## src/rtl/front_panel_reset.sv

```systemverilog
// ---------------------------------------------------------------------------
// front_panel_reset
//
// Conditions the two Apple I front-panel pushbuttons. Each raw button is
// brought into the clk25 domain through a two-flop synchroniser, then
// debounced against the shared clock enable. The debounced RESET button
// drives a stretched warm reset; the debounced CLEAR SCREEN button drives a
// request/acknowledge handshake toward the video block.
//
// State machines:
//   reset FSM
//     state    | meaning
//     IDLE     | no warm reset in progress
//     HOLD     | warm reset asserted, minimum pulse width running
//     WAIT_REL | minimum width met, waiting for the button to release
//   clear-screen FSM
//     state      | meaning
//     C_IDLE     | no request outstanding
//     C_REQ      | request raised, waiting for the video block ack
//     C_WAIT_REL | acknowledged, waiting for the button to release
//
// Parameters:
//   DEBOUNCE_TICKS - enable ticks an input must disagree with its debounced
//                    level before the level flips (>= 2)
//   MIN_PULSE      - minimum warm reset width in enable ticks (>= 1)
//
// Ports:
//   clk25       in  25 MHz master clock
//   rst         in  synchronous active-high system reset
//   enable      in  clock-enable tick for all debounce/pulse timing
//   reset_btn_n in  raw RESET button, asynchronous, active low
//   cls_btn_n   in  raw CLEAR SCREEN button, asynchronous, active low
//   cls_ack     in  video block acknowledge for cls_req
//   warm_rst    out registered active-high CPU/PIA warm reset
//   cls_req     out registered clear-screen request level
// ---------------------------------------------------------------------------
module front_panel_reset #(
    parameter int unsigned DEBOUNCE_TICKS = 16,
    parameter int unsigned MIN_PULSE      = 32
) (
    input  logic clk25,
    input  logic rst,
    input  logic enable,
    input  logic reset_btn_n,
    input  logic cls_btn_n,
    input  logic cls_ack,
    output logic warm_rst,
    output logic cls_req
);

    localparam int unsigned DW = $clog2(DEBOUNCE_TICKS);
    localparam int unsigned PW = (MIN_PULSE > 1) ? $clog2(MIN_PULSE) : 1;
    localparam logic [DW-1:0] DB_LAST    = DW'(DEBOUNCE_TICKS - 1);
    localparam logic [PW-1:0] PULSE_LAST = PW'(MIN_PULSE - 1);

    typedef enum logic [1:0] {
        IDLE     = 2'd0,
        HOLD     = 2'd1,
        WAIT_REL = 2'd2
    } rst_state_t;

    typedef enum logic [1:0] {
        C_IDLE     = 2'd0,
        C_REQ      = 2'd1,
        C_WAIT_REL = 2'd2
    } cls_state_t;

    // Synchronisers: bit 1 is the synchronised level.
    logic [1:0]    rst_sync_q, rst_sync_d;
    logic [1:0]    cls_sync_q, cls_sync_d;

    // Debouncers
    logic          rst_db_q, rst_db_d;
    logic          cls_db_q, cls_db_d;
    logic [DW-1:0] rst_cnt_q, rst_cnt_d;
    logic [DW-1:0] cls_cnt_q, cls_cnt_d;

    // Reset FSM
    rst_state_t    rst_state_q, rst_state_d;
    logic [PW-1:0] pulse_cnt_q, pulse_cnt_d;
    logic          warm_rst_q, warm_rst_d;

    // Clear-screen FSM
    cls_state_t    cls_state_q, cls_state_d;
    logic          cls_req_q, cls_req_d;

    // -----------------------------------------------------------------------
    // Synchronisers run every clk25 cycle, independent of enable.
    // -----------------------------------------------------------------------
    always_comb begin
        rst_sync_d = {rst_sync_q[0], reset_btn_n};
        cls_sync_d = {cls_sync_q[0], cls_btn_n};
    end

    // -----------------------------------------------------------------------
    // Debouncers. Any cycle where the synchronised input agrees with the
    // debounced level restarts the count, so a bounce shorter than
    // DEBOUNCE_TICKS enable ticks never reaches the FSMs.
    // -----------------------------------------------------------------------
    always_comb begin
        rst_db_d  = rst_db_q;
        rst_cnt_d = rst_cnt_q;
        if (rst_sync_q[1] == rst_db_q) begin
            rst_cnt_d = '0;
        end else if (enable) begin
            if (rst_cnt_q == DB_LAST) begin
                rst_db_d  = rst_sync_q[1];
                rst_cnt_d = '0;
            end else begin
                rst_cnt_d = rst_cnt_q + DW'(1);
            end
        end
    end

    always_comb begin
        cls_db_d  = cls_db_q;
        cls_cnt_d = cls_cnt_q;
        if (cls_sync_q[1] == cls_db_q) begin
            cls_cnt_d = '0;
        end else if (enable) begin
            if (cls_cnt_q == DB_LAST) begin
                cls_db_d  = cls_sync_q[1];
                cls_cnt_d = '0;
            end else begin
                cls_cnt_d = cls_cnt_q + DW'(1);
            end
        end
    end

    // -----------------------------------------------------------------------
    // Reset FSM. Both exits back to IDLE require the debounced level to be
    // released, so a low debounced level seen in IDLE is always a fresh
    // press and no separate edge detector is needed.
    // -----------------------------------------------------------------------
    always_comb begin
        rst_state_d = rst_state_q;
        pulse_cnt_d = pulse_cnt_q;
        case (rst_state_q)
            IDLE: begin
                if (!rst_db_q) begin
                    rst_state_d = HOLD;
                    pulse_cnt_d = '0;
                end
            end
            HOLD: begin
                if (enable) begin
                    if (pulse_cnt_q == PULSE_LAST) begin
                        pulse_cnt_d = '0;
                        rst_state_d = rst_db_q ? IDLE : WAIT_REL;
                    end else begin
                        pulse_cnt_d = pulse_cnt_q + PW'(1);
                    end
                end
            end
            WAIT_REL: begin
                if (rst_db_q) begin
                    rst_state_d = IDLE;
                end
            end
            default: begin
                rst_state_d = IDLE;
                pulse_cnt_d = '0;
            end
        endcase
        // Output flop tracks the next state so warm_rst is glitch-free and
        // changes on the same edge as the state register.
        warm_rst_d = (rst_state_d != IDLE);
    end

    // -----------------------------------------------------------------------
    // Clear-screen FSM. The ack is only looked at in C_REQ, so an ack that
    // coincides with the edge raising the request is not taken.
    // -----------------------------------------------------------------------
    always_comb begin
        cls_state_d = cls_state_q;
        case (cls_state_q)
            C_IDLE: begin
                if (!cls_db_q) begin
                    cls_state_d = C_REQ;
                end
            end
            C_REQ: begin
                if (cls_ack) begin
                    cls_state_d = C_WAIT_REL;
                end
            end
            C_WAIT_REL: begin
                if (cls_db_q) begin
                    cls_state_d = C_IDLE;
                end
            end
            default: begin
                cls_state_d = C_IDLE;
            end
        endcase
        cls_req_d = (cls_state_d == C_REQ);
    end

    // -----------------------------------------------------------------------
    // State registers
    // -----------------------------------------------------------------------
    always_ff @(posedge clk25) begin
        if (rst) begin
            rst_sync_q  <= 2'b11;
            cls_sync_q  <= 2'b11;
            rst_db_q    <= 1'b1;
            cls_db_q    <= 1'b1;
            rst_cnt_q   <= '0;
            cls_cnt_q   <= '0;
            rst_state_q <= IDLE;
            pulse_cnt_q <= '0;
            warm_rst_q  <= 1'b0;
            cls_state_q <= C_IDLE;
            cls_req_q   <= 1'b0;
        end else begin
            rst_sync_q  <= rst_sync_d;
            cls_sync_q  <= cls_sync_d;
            rst_db_q    <= rst_db_d;
            cls_db_q    <= cls_db_d;
            rst_cnt_q   <= rst_cnt_d;
            cls_cnt_q   <= cls_cnt_d;
            rst_state_q <= rst_state_d;
            pulse_cnt_q <= pulse_cnt_d;
            warm_rst_q  <= warm_rst_d;
            cls_state_q <= cls_state_d;
            cls_req_q   <= cls_req_d;
        end
    end

    assign warm_rst = warm_rst_q;
    assign cls_req  = cls_req_q;

endmodule
```

## config.mk

```make
export PLATFORM = sky130hd
export DESIGN_NAME = front_panel_reset
export DESIGN_NICKNAME = d
export VERILOG_FILES = /design/src/rtl/front_panel_reset.sv
export SDC_FILE = /design/constraint.sdc
export NUM_CORES = 1
export LEC_CHECK = 0
export BUFFER_PORTS_ARGS = -buffer_cell sky130_fd_sc_hd__buf_2
export CAP_MARGIN = 10
export CORE_MARGIN = 3
export CORE_UTILIZATION = 60
export CTS_BUF_LIST = sky130_fd_sc_hd__clkbuf_8
export DETAILED_ROUTE_END_ITERATION = 10
export MAX_ROUTING_LAYER = met4
export PLACE_DENSITY = 0.79
export SLEW_MARGIN = 40
export SYNTH_ARGS = -nofsm -noshare
export SYNTH_HDL_FRONTEND = slang
export SYNTH_SLANG_ARGS = --single-unit
```

## constraint.sdc

```tcl
create_clock -name clk25 -period 1.75 [get_ports clk25]
set_input_delay 0.175 -clock clk25 [delete_from_list [all_inputs] [get_ports clk25]]
set_output_delay 0.175 -clock clk25 [all_outputs]
set_load 0.01 [all_outputs]
```

; ---- Word level (Yosys, flattened, before mapping)
; Index checks and enable logic that the tools add are counted.
[word_totals]
regBits = 25
output_inout_bits = 2
in_bits = 6
wordCells = 53
[op_classes]
bitwise = 3
n_reduce_logical = 8
n_eq_ne = 12
add_sub_neg = 3
muxes = 16
[op_table]
columns = operator, n
row1 = $mux W2, 8
row2 = $mux W5, 3
row3 = $pmux W5 S3, 1
row4 = $pmux W2 S3, 2
row5 = $reduce_and A3 Y1, 3
row6 = $add A4 B1 Y4 const B, 2
row7 = $eq A4 B4 Y1 const B, 2
row8 = $mux W4, 2
row9 = $eq A2 B1 Y1 const B, 3
row10 = $add A5 B1 Y5 const B, 1
row11 = $eq A5 B5 Y1 const B, 1
row12 = $eq A2 B2 Y1 const B, 2
row13 = $logic_not A2 Y1, 2
row14 = $ne A2 B2 Y1 const B, 2
row15 = $reduce_or A2 Y1, 2
row16 = $not A1 Y1, 3
row17 = $eq A1 B1 Y1, 2
row18 = $reduce_bool A2 Y1, 1

; ---- Logic depth before layout (Yosys ltp)
; Gate-level depths: netlist (run 1).
[depth]
ltp_word = 5
ltp_mapped = 6
depth_no_buf = 6

; ---- Least setup slack after synthesis (run 1)
; Ideal clock, no wire load.
[synth_timing]
path_type = register to register
from = register pulse_cnt_q[0]
to = register pulse_cnt_q[3]
t_required_ns = 1.662
period_less_slack_ns = 1.555
slack_ns = 0.195
t_arrival_ns = 1.467
stages_incl_launch_ff = 7
setup_time_ns = 0.088
path_buffers = 0
path_cell_list = dfxtp_1 > ha_1 > and3_1 > ha_1 > nor3b_4 > a211oi_1 > o32ai_2
[synth_via]
elab_chain_cells = 4
word_cells_on_any_way = 5
classes_between = add/sub: 1 / eq/ne: 1 / mux: 3
[synth_rtl]
columns = element, line
row1 = start: declaration, 80  ; logic [PW-1:0] pulse_cnt_q, pulse_cnt_d;
row2 = start signal: assignment, 223  ; pulse_cnt_q <= pulse_cnt_d;
row3 = $add A5 B1 Y5 / $eq A5 B5 Y1 (equally long branches), "151, 147"
row4 = $mux W5 *, 147  ; if (pulse_cnt_q == PULSE_LAST) begin
row5 = $mux W5 *, 146  ; if (enable) begin
row6 = $pmux W5 S3 *, 138  ; case (rst_state_q)
; Every way passes the cells marked *; elsewhere a longest branch is shown, timed or not. The select of a mux whose other input is x is not followed.
; A chain may end at the register's enable or synchronous reset.

; ---- Worst setup path after layout (run 1)
; Ends and elaborated chain as after synthesis.

==> results of run 1 <==
[cells by family after synthesis]
| group | Yosys count |
|---|---|
| AND/OR/NAND/NOR | 43 |
| XOR/XNOR | 8 |
| buffers and inverters | 5 |
| AO/OA/AOI/OAI | 19 |
| adder cells (fa/ha/maj) | 4 |
| multiplexers | 2 |
| flip-flops | 25 |
[worst paths after layout]
| path | startpoint | end | slack (ns) |
|---|---|---|---|
| max | pulse_cnt_q[0] | pulse_cnt_q[3] | 0.09 |
| min | reset_btn_n | rst_sync_q[0] | 0.09 |
| max reg2reg | pulse_cnt_q[0] | pulse_cnt_q[3] | 0.09 |
| min reg2reg | cls_sync_q[0] | cls_sync_q[1] | 0.42 |
[power by group through the flow]
stage / Clock [uW] / Sequential [uW] / Combinational, uW
finish: 328 / 576 / 32.2
global route: 379 / 577 / 36.5
CTS: 340 / 576 / 32.5
detailed placement: 0 / 589 / 32.5
global placement: 0 / 589 / 31.7
floorplan: 0 / 589 / 25.0
[stage by stage]
step           util, %  total power [uW]  instances  setup WS [ns]
6_report          73.5               936        138         0.0871
3_3_place_gp      70.7               621        134          0.138
5_1_grt           73.5               992        138       0.000681
2_1_floorplan        -               614        106          0.195
3_5_place_dp      70.7               622        134          0.106
4_1_cts           73.5               949        138         0.0912
[sequential cells by signal, indices dropped and copies added (netlist names)]
register,count
warm_rst,1
pulse_cnt_q,5
cls_db_q,1
rst_sync_q,2
rst_db_q,1
cls_state_q,2
cls_sync_q,2
rst_state_q,2
cls_cnt_q,4
cls_req,1
rst_cnt_q,4
[metal layers]
metal / up-vias / GRT usage [%] / share of wire, %
met5: - / - / 0
met4: 0 / 8.53 / 2.4
met3: 5 / 2.76 / 3.3
met2: 14 / 25.2 / 44
met1: 340 / 21.3 / 50
li1: 399 / - / -
[area by class of cell]
type	count	area share [%]
sequential	25	42.2
timing repair buffer	8	3.59
clock inverter	1	0.422
tap	24	2.53
inverter	1	0.317
multi-input combinational	76	47.4
clock buffer	3	3.48
[critical path, stage by stage (launching register included)]
cell,delay [ns]
dfxtp_1,0.34
ha_1,0.22
and3_1,0.19
ha_1,0.24
nor3b_4,0.29
a211oi_1,0.12
o32ai_2,0.19
[synth_stat cells, drive strengths merged, types with 3 or more instances]
master  instances
dfxtp          25
nor2            7
a21oi           6
xor2            6
nand2           5
or2             5
ha              4
nor3            4
buf             3
nand2b          3
nand4b          3
nor2b           3
o21ai           3
==> results.sh, run 1 <==
export IMPL_die_y_um=48.6
export IMPL_p_sw_uw=190
export IMPL_antenna_cells=0
export IMPL_cp_max_fo=5
export IMPL_clockBufferDepth=2
export IMPL_synth_fp_nets=116
export IMPL_cts_max_level=1
export IMPL_p_leak_uw=0.000422
export IMPL_status="complete, no violations"
export IMPL_core_area_mm2=0.00161
export IMPL_ir_worst_vdd_uv=625
export IMPL_dp_hpwl_mm=1.20
export IMPL_syn_area_per_cell_um2=10.3
export IMPL_cts_hold_buf=0
export IMPL_fin_skew_ns=0.00382
export IMPL_antenna_found_initial=0
export IMPL_synth_seq_area_share_pct=46.0
export IMPL_arrival_ns=1.84
export IMPL_clk_latency_ns=0.26
export IMPL_grt_overflow=0
export IMPL_synthDistinctLibCells=36
export IMPL_rows=14
export IMPL_rsz0062_at_grt="false"
export IMPL_yosys_warnings=0
export IMPL_via_per_inst=5.49
export IMPL_postPlaceCellArea_mm2=0.00114
export IMPL_hold_ws_ns=0.0883
export IMPL_ys_async_sr_fraction_pct=0
export IMPL_yosysTopAreaCell="dfxtp_1"
export IMPL_seq_area_um2=500
export IMPL_synthTopCellsByArea="dfxtp_1 (46%), xor2_1 (4.8%), ha_1 (4.6%)"
export IMPL_combPwrFrac_pct=3.4
export IMPL_cts_root_buf="clkbuf_8"
export IMPL_p_per_area_mw_per_mm2=790
export IMPL_pwr_share_seq_pct=61.5
export IMPL_path_class="reg -> reg"
export IMPL_initial_core_util_pct=67.5
export IMPL_cap_violations=0
export IMPL_yosys_most_used_dff="dfxtp_1"
export IMPL_hp_class="in -> reg"
export IMPL_path_clk_slew_ns=0.08
export IMPL_synth_seq_cells=25
export IMPL_first_global_vias=679
export IMPL_hold_depth=2
export IMPL_synth_top_cell_area_share_pct=46.0
export IMPL_die_w_um=48.6
export IMPL_swShare_pct=20.3
export IMPL_routed_wl_mm=1.63
export IMPL_synth_compound_gate_area_share_pct=13.0
export IMPL_syn_inst=106
export IMPL_fmax_mhz=601
export IMPL_synth_mux_area_share_pct=1.84
export IMPL_synth_top_family_by_area="simple AND/OR/NAND/NOR gates"
export IMPL_layout_commonest_cell="dfxtp_1"
export IMPL_multi_input_area_um2=562
export IMPL_required_ns=1.93
export IMPL_pwr_share_clk_pct=35.0
export IMPL_final_cell_mix="dfxtp_1 (25), nor2_1 (7), buf_2 (7), a21oi_1 (6), xor2_1 (6)"
export IMPL_cts_sinks=25
export IMPL_fin_tns_setup_ns=0
export IMPL_area_delta_synth_final_pct=8.98
export IMPL_grt_start_max_net_pins=20
export IMPL_finalSetupViolations=0
export IMPL_drv_slew=0
export IMPL_cts_tree="done"
export IMPL_min_period_over_period_pct=95.0
export IMPL_p_int_uw=746
export IMPL_track_usage_pct=16.6
export IMPL_slew_limit_headroom_pct=74.5
export IMPL_drcViolationCount=0
export IMPL_fillCellCount=123
export IMPL_numPortBuffers=7
export IMPL_wire_per_inst_um=11.8
export IMPL_vias=758
export IMPL_cts_resized=0
export IMPL_gp_congestion=0.884
export IMPL_ff2ff_path_depth=6
export IMPL_cp_start_kind="register"
export IMPL_antenna_left=0
export IMPL_synth_edf_count=0
export IMPL_drtIter0Drc=8
export IMPL_worst_pin_slew_ns=0.372
export IMPL_drtPass1Iterations=4
export IMPL_synthXorXnorAreaFrac_pct=6.44
export IMPL_grt_pass1_wl_mm=3.00
export IMPL_final_hold_viol_count=0
export IMPL_synth_cell_area_mm2=0.00109
export IMPL_finish_instance_area_mm2=0.00118
export IMPL_numCtsBuffers=3
export IMPL_nNetsFinal=125
export IMPL_synthAdderAreaFrac_pct=4.60
export IMPL_die_area_mm2=0.00236
export IMPL_cp_end_kind="register"
export IMPL_post_cts_buffers=0
export IMPL_layout_drive_gt1_share_pct=19.3
export IMPL_pin_count=8
export IMPL_synth_simple_gate_area_share_pct=25.8
export IMPL_period_needed_ns=1.66
Note: power is estimated with default switching activity, not from simulation.
==> run 2, diff against run 1 <==
Settings changed: REMOVE_ABC_BUFFERS set to 1.
==> results.sh, run 2 (synthesis results as in run 1) <==
export IMPL_status="complete, no violations"
export IMPL_period_needed_ns=1.66
export IMPL_cts_root_buf="clkbuf_8"
export IMPL_slew_limit_headroom_pct=74.7
export IMPL_cp_end_kind="register"
export IMPL_rrSetupSlack_ns=0.09
export IMPL_drtIter0Drc=12
export IMPL_min_period_over_period_pct=94.6
export IMPL_die_y_um=48.6
export IMPL_cts_max_level=1
export IMPL_hp_start="cls_btn_n"
export IMPL_routed_wl_mm=1.63
export IMPL_ir_worst_vdd_uv=523
export IMPL_drtPass1Iterations=3
export IMPL_post_cts_buffers=0
export IMPL_combPwrFrac_pct=3.4
export IMPL_wire_per_inst_um=11.9
export IMPL_initial_core_util_pct=67.5
export IMPL_crit_path_max_incr_delay_ns=0.34
export IMPL_path_cells="ha_1 > and3_1 > ha_2 > nor3b_4 > a211oi_1 > o32ai_2"
export IMPL_largest_reg_flops=5
export IMPL_final_hold_viol_count=0
export IMPL_pwr_share_clk_pct=34.5
export IMPL_regMostFlops="pulse_cnt_q"
export IMPL_core_area_mm2=0.00161
export IMPL_hp_class="in -> reg"
export IMPL_drv_slew=0
export IMPL_cp_max_fo=5
export IMPL_pin_count=8
export IMPL_finalSetupViolations=0
export IMPL_p_leak_uw=0.000415
export IMPL_first_global_vias=710
export IMPL_antenna_cells=0
export IMPL_arrival_ns=1.83
export IMPL_path_clk_slew_ns=0.08
export IMPL_stdcell_count=137
export IMPL_cts_hold_buf=0
export IMPL_crit_slowest_cell="dfxtp_1"
export IMPL_cap_violations=0
export IMPL_cts_sinks=25
export IMPL_grt_start_max_net_pins=20
export IMPL_antenna_found_initial=0
export IMPL_p_int_uw=742
export IMPL_reg_top3="pulse_cnt_q (5), cls_cnt_q (4), rst_cnt_q (4)"
export IMPL_gp_congestion=0.803
export IMPL_numCtsBuffers=3
export IMPL_rows=14
export IMPL_p_sw_uw=184
export IMPL_cts_tree="done"
export IMPL_required_ns=1.93
export IMPL_timing_rr_start="pulse_cnt_q[0]"
export IMPL_nNetsFinal=124
export IMPL_die_w_um=48.6
export IMPL_swShare_pct=19.9
export IMPL_fmax_mhz=604
export IMPL_rsz0062_at_grt="false"
export IMPL_path_class="reg -> reg"
export IMPL_fin_skew_ns=0.00564
export IMPL_numPortBuffers=7
export IMPL_pwr_share_seq_pct=62.1
export IMPL_p_per_area_mw_per_mm2=786
export IMPL_vias=755
export IMPL_via_per_inst=5.51
export IMPL_layout_commonest_cell="dfxtp_1"
export IMPL_fin_tns_setup_ns=0
export IMPL_antenna_left=0
export IMPL_cp_startpoint="pulse_cnt_q[0]"
export IMPL_worst_pin_slew_ns=0.379
export IMPL_grt_pass1_wl_mm=3.05
export IMPL_drcViolationCount=0
export IMPL_final_cell_mix="dfxtp_1 (25), nor2_1 (7), buf_2 (7), a21oi_1 (6), xor2_1 (6)"
export IMPL_dp_hpwl_mm=1.14
export IMPL_layout_drive_gt1_share_pct=18.6
export IMPL_track_usage_pct=16.3
export IMPL_clockBufferDepth=2
export IMPL_clk_latency_ns=0.26
export IMPL_grt_overflow=0
export IMPL_cp_start_kind="register"
export IMPL_place_inst=133
export IMPL_area_delta_synth_final_pct=8.40
export IMPL_die_area_mm2=0.00236
export IMPL_hold_ws_ns=0.0900
run 2: changes by cell type in the layout (fill, tap and decap cells not counted), sizes merged:
| cell | change |
|---|---|
| inv | +1 |
| buf | -1 |
| clkinv | -1 |
run 2: worst paths after layout:
check,to,cells after the start
worst max-delay path,pulse_cnt_q[3],6
worst min-delay path,cls_sync_q[0],2
worst max register to register,pulse_cnt_q[3],6
worst min register to register,rst_sync_q[1],1
run 2: worst max-delay path: cells and delay by family (launching register included):
family,cells,cell delay (ns)
adder cells (fa/ha/maj),2,0.44
AND/OR/NAND/NOR,2,0.47
AO/OA/AOI/OAI,2,0.33
flip-flops,1,0.34
run 2: metal layers:
layer / vias to the layer above / part of all wire [%] / wire (um) / track usage [%]
li1: 393 / - / - / -
met1: 351 / 53 / 867 / 22.8
met2: 11 / 44 / 714 / 24.3
met3: 0 / 2.6 / 42 / 3.68
met4: 0 / 0 / 0 / 3.32
met5: - / 0 / 0 / -
run 2: cell type report:
| cell class | instances | area [um2] |
|---|---|---|
| clock buffer | 3 | 41.3 |
| fill | 130 | 433 |
| tap | 24 | 30.0 |
| multi-input combinational | 76 | 564 |
| inverter | 1 | 3.75 |
| sequential | 25 | 500 |
| clock inverter | 1 | 3.75 |
| timing repair buffer | 7 | 35.0 |
run 2: timing repair:
item	CTS	global route
hold endpoints to repair	0	0
resized for setup	0	1
setup endpoints to repair	0	4
run 2: stage by stage:
stage | utilization [%] | worst slack (ns) | instance area (um2) | power [uW]
after floorplan | - | 0.195 | 1070 | 601
after detailed placement | 70.2 | 0.0263 | 1130 | 621
after global placement | 70.2 | 0.139 | 1130 | 619
after CTS | 73.0 | 0.0212 | 1180 | 937
final | 73.1 | 0.0949 | 1180 | 927
after global routing | 73.1 | 0.0210 | 1180 | 968
run 2: power by group through the flow:
stage,combinational (uW),sequential [uW],clock (uW)
6_report,31.1,576,320
5_1_grt,35.4,577,356
4_1_cts,31.4,576,330
3_5_place_dp,31.3,589,0
3_3_place_gp,30.1,589,0
2_1_floorplan,12.3,589,0
==> run 3, diff against run 2 <==
Settings changed: RECOVER_POWER set to 50, SKIP_CTS_REPAIR_TIMING set to 1.
==> results.sh, run 3 (synthesis results as in run 1) <==
export IMPL_wire_per_inst_um=11.9
export IMPL_rows=14
export IMPL_pin_count=8
export IMPL_final_cell_mix="dfxtp_1 (25), nor2_1 (7), a21oi_1 (6), xor2_1 (6)"
export IMPL_layout_drive_gt1_share_pct=15.9
export IMPL_vias=750
export IMPL_cp_startpoint="pulse_cnt_q[0]"
export IMPL_p_int_uw=742
export IMPL_power_total_uw=925
export IMPL_drv_slew=0
export IMPL_drcViolationCount=0
export IMPL_cts_tree="done"
export IMPL_p_sw_uw=183
export IMPL_cts_sinks=25
export IMPL_timing_rr_start="pulse_cnt_q[0]"
export IMPL_clockBufferDepth=2
export IMPL_cts_root_buf="clkbuf_8"
export IMPL_initial_core_util_pct=67.5
export IMPL_antenna_found_initial=0
export IMPL_period_needed_ns=1.65
export IMPL_area_delta_synth_final_pct=8.06
export IMPL_grt_overflow=0
export IMPL_ff2ff_path_depth=6
export IMPL_rsz0062_at_grt="false"
export IMPL_combPwrFrac_pct=3.3
export IMPL_reg_top3="pulse_cnt_q (5), cls_cnt_q (4), rst_cnt_q (4)"
export IMPL_hp_start="cls_btn_n"
export IMPL_required_ns=1.92
export IMPL_grt_pass1_wl_mm=3.05
export IMPL_first_global_vias=710
export IMPL_cap_violations=0
export IMPL_status="complete, no violations"
export IMPL_pwr_share_clk_pct=34.4
export IMPL_hp_class="in -> reg"
export IMPL_path_class="reg -> reg"
export IMPL_swShare_pct=19.8
export IMPL_cts_max_level=1
export IMPL_cp_max_fo=5
export IMPL_dp_hpwl_mm=1.14
export IMPL_final_hold_viol_count=0
export IMPL_arrival_ns=1.83
export IMPL_core_area_mm2=0.00161
export IMPL_hold_depth=2
export IMPL_numCtsBuffers=3
export IMPL_min_to="cls_sync_q[0]"
export IMPL_p_leak_uw=0.000404
export IMPL_nNetsFinal=124
export IMPL_finalSetupViolations=0
export IMPL_regMostFlops="pulse_cnt_q"
export IMPL_die_area_mm2=0.00236
export IMPL_fin_tns_setup_ns=0
export IMPL_routed_wl_mm=1.64
export IMPL_rrSetupSlack_ns=0.1
export IMPL_min_period_over_period_pct=94.6
export IMPL_p_per_area_mw_per_mm2=787
export IMPL_drtIter0Drc=9
export IMPL_antenna_left=0
export IMPL_gp_congestion=0.803
export IMPL_clk_latency_ns=0.26
export IMPL_antenna_cells=0
export IMPL_die_w_um=48.6
export IMPL_ir_worst_vdd_uv=524
export IMPL_pwr_share_seq_pct=62.3
export IMPL_slew_limit_headroom_pct=48.5
export IMPL_via_per_inst=5.47
export IMPL_numPortBuffers=7
export IMPL_largest_reg_flops=5
export IMPL_die_y_um=48.6
export IMPL_track_usage_pct=16.3
export IMPL_layout_commonest_cell="dfxtp_1"
export IMPL_worst_pin_slew_ns=0.772
export IMPL_cp_end_kind="register"
export IMPL_path_clk_slew_ns=0.08
export IMPL_r2r_end="pulse_cnt_q[3]"
export IMPL_cp_start_kind="register"
export IMPL_fin_skew_ns=0.00463
export IMPL_grt_start_max_net_pins=20
export IMPL_fmax_mhz=604
export IMPL_drtPass1Iterations=4
-- run 3: cell count changes in the layout (fill, tap and decap cells not counted), sizes merged --
cell,delta
buf,-3
clkbuf,+3
-- run 3: area by class of cell --
type / count / area, um2
well taps: 24 / 30.0
fillers: 131 / 437
clock inverters: 1 / 3.75
flip-flops and latches: 25 / 500
inverters: 1 / 3.75
repair buffers: 7 / 31.3
clock buffers: 3 / 41.3
multi-input cells: 76 / 564
-- run 3: stage by stage --
stage | setup slack, ns | cells | hold WS, ns | util, % | cell area [um2]
floorplan | 0.195 | 102 | 0.244 | - | 1070
global placement | 0.139 | 133 | 0.356 | 70.2 | 1130
detailed placement | 0.0263 | 133 | 0.360 | 70.2 | 1130
CTS | 0.0212 | 137 | 0.0874 | 73.0 | 1180
global route | 0.0173 | 137 | 0.0901 | 72.9 | 1170
finish | 0.0953 | 137 | 0.0910 | 72.9 | 1170
-- run 3: power by group through the flow --
| stage | sequential [uW] | clock, uW | combinational [uW] |
|---|---|---|---|
| floorplan | 589 | 0 | 12.3 |
| global placement | 589 | 0 | 30.1 |
| detailed placement | 589 | 0 | 31.3 |
| CTS | 576 | 330 | 31.4 |
| global route | 577 | 356 | 35.1 |
| finish | 576 | 318 | 30.7 |
-- run 3: worst max-delay path by stage --
| stage | slack [ns] | to | depth (start not counted) |
|---|---|---|---|
| 2_1_floorplan | 0.19 | pulse_cnt_q[3] | 6 |
| 3_3_place_gp | 0.14 | pulse_cnt_q[3] | 6 |
| 3_5_place_dp | 0.03 | pulse_cnt_q[3] | 6 |
| 4_1_cts | 0.02 | pulse_cnt_q[3] | 6 |
| 5_1_grt | 0.02 | pulse_cnt_q[3] | 6 |
| 6_report | 0.1 | pulse_cnt_q[3] | 6 |
-- run 3: worst max-delay path, cell delays in order (launching register included) --
cell	delay, ns
dfxtp_1	0.34
ha_1	0.23
and3_1	0.20
ha_2	0.21
nor3b_4	0.26
a211oi_1	0.13
o32ai_2	0.20
-- run 3: layer usage --
layer / track usage, % / wire (um) / share of wire [%]
met4: 3.32 / 0 / 0
met1: 22.8 / 850 / 52
met3: 3.68 / 39 / 2.4
met2: 24.3 / 745 / 46
met5: - / 0 / 0
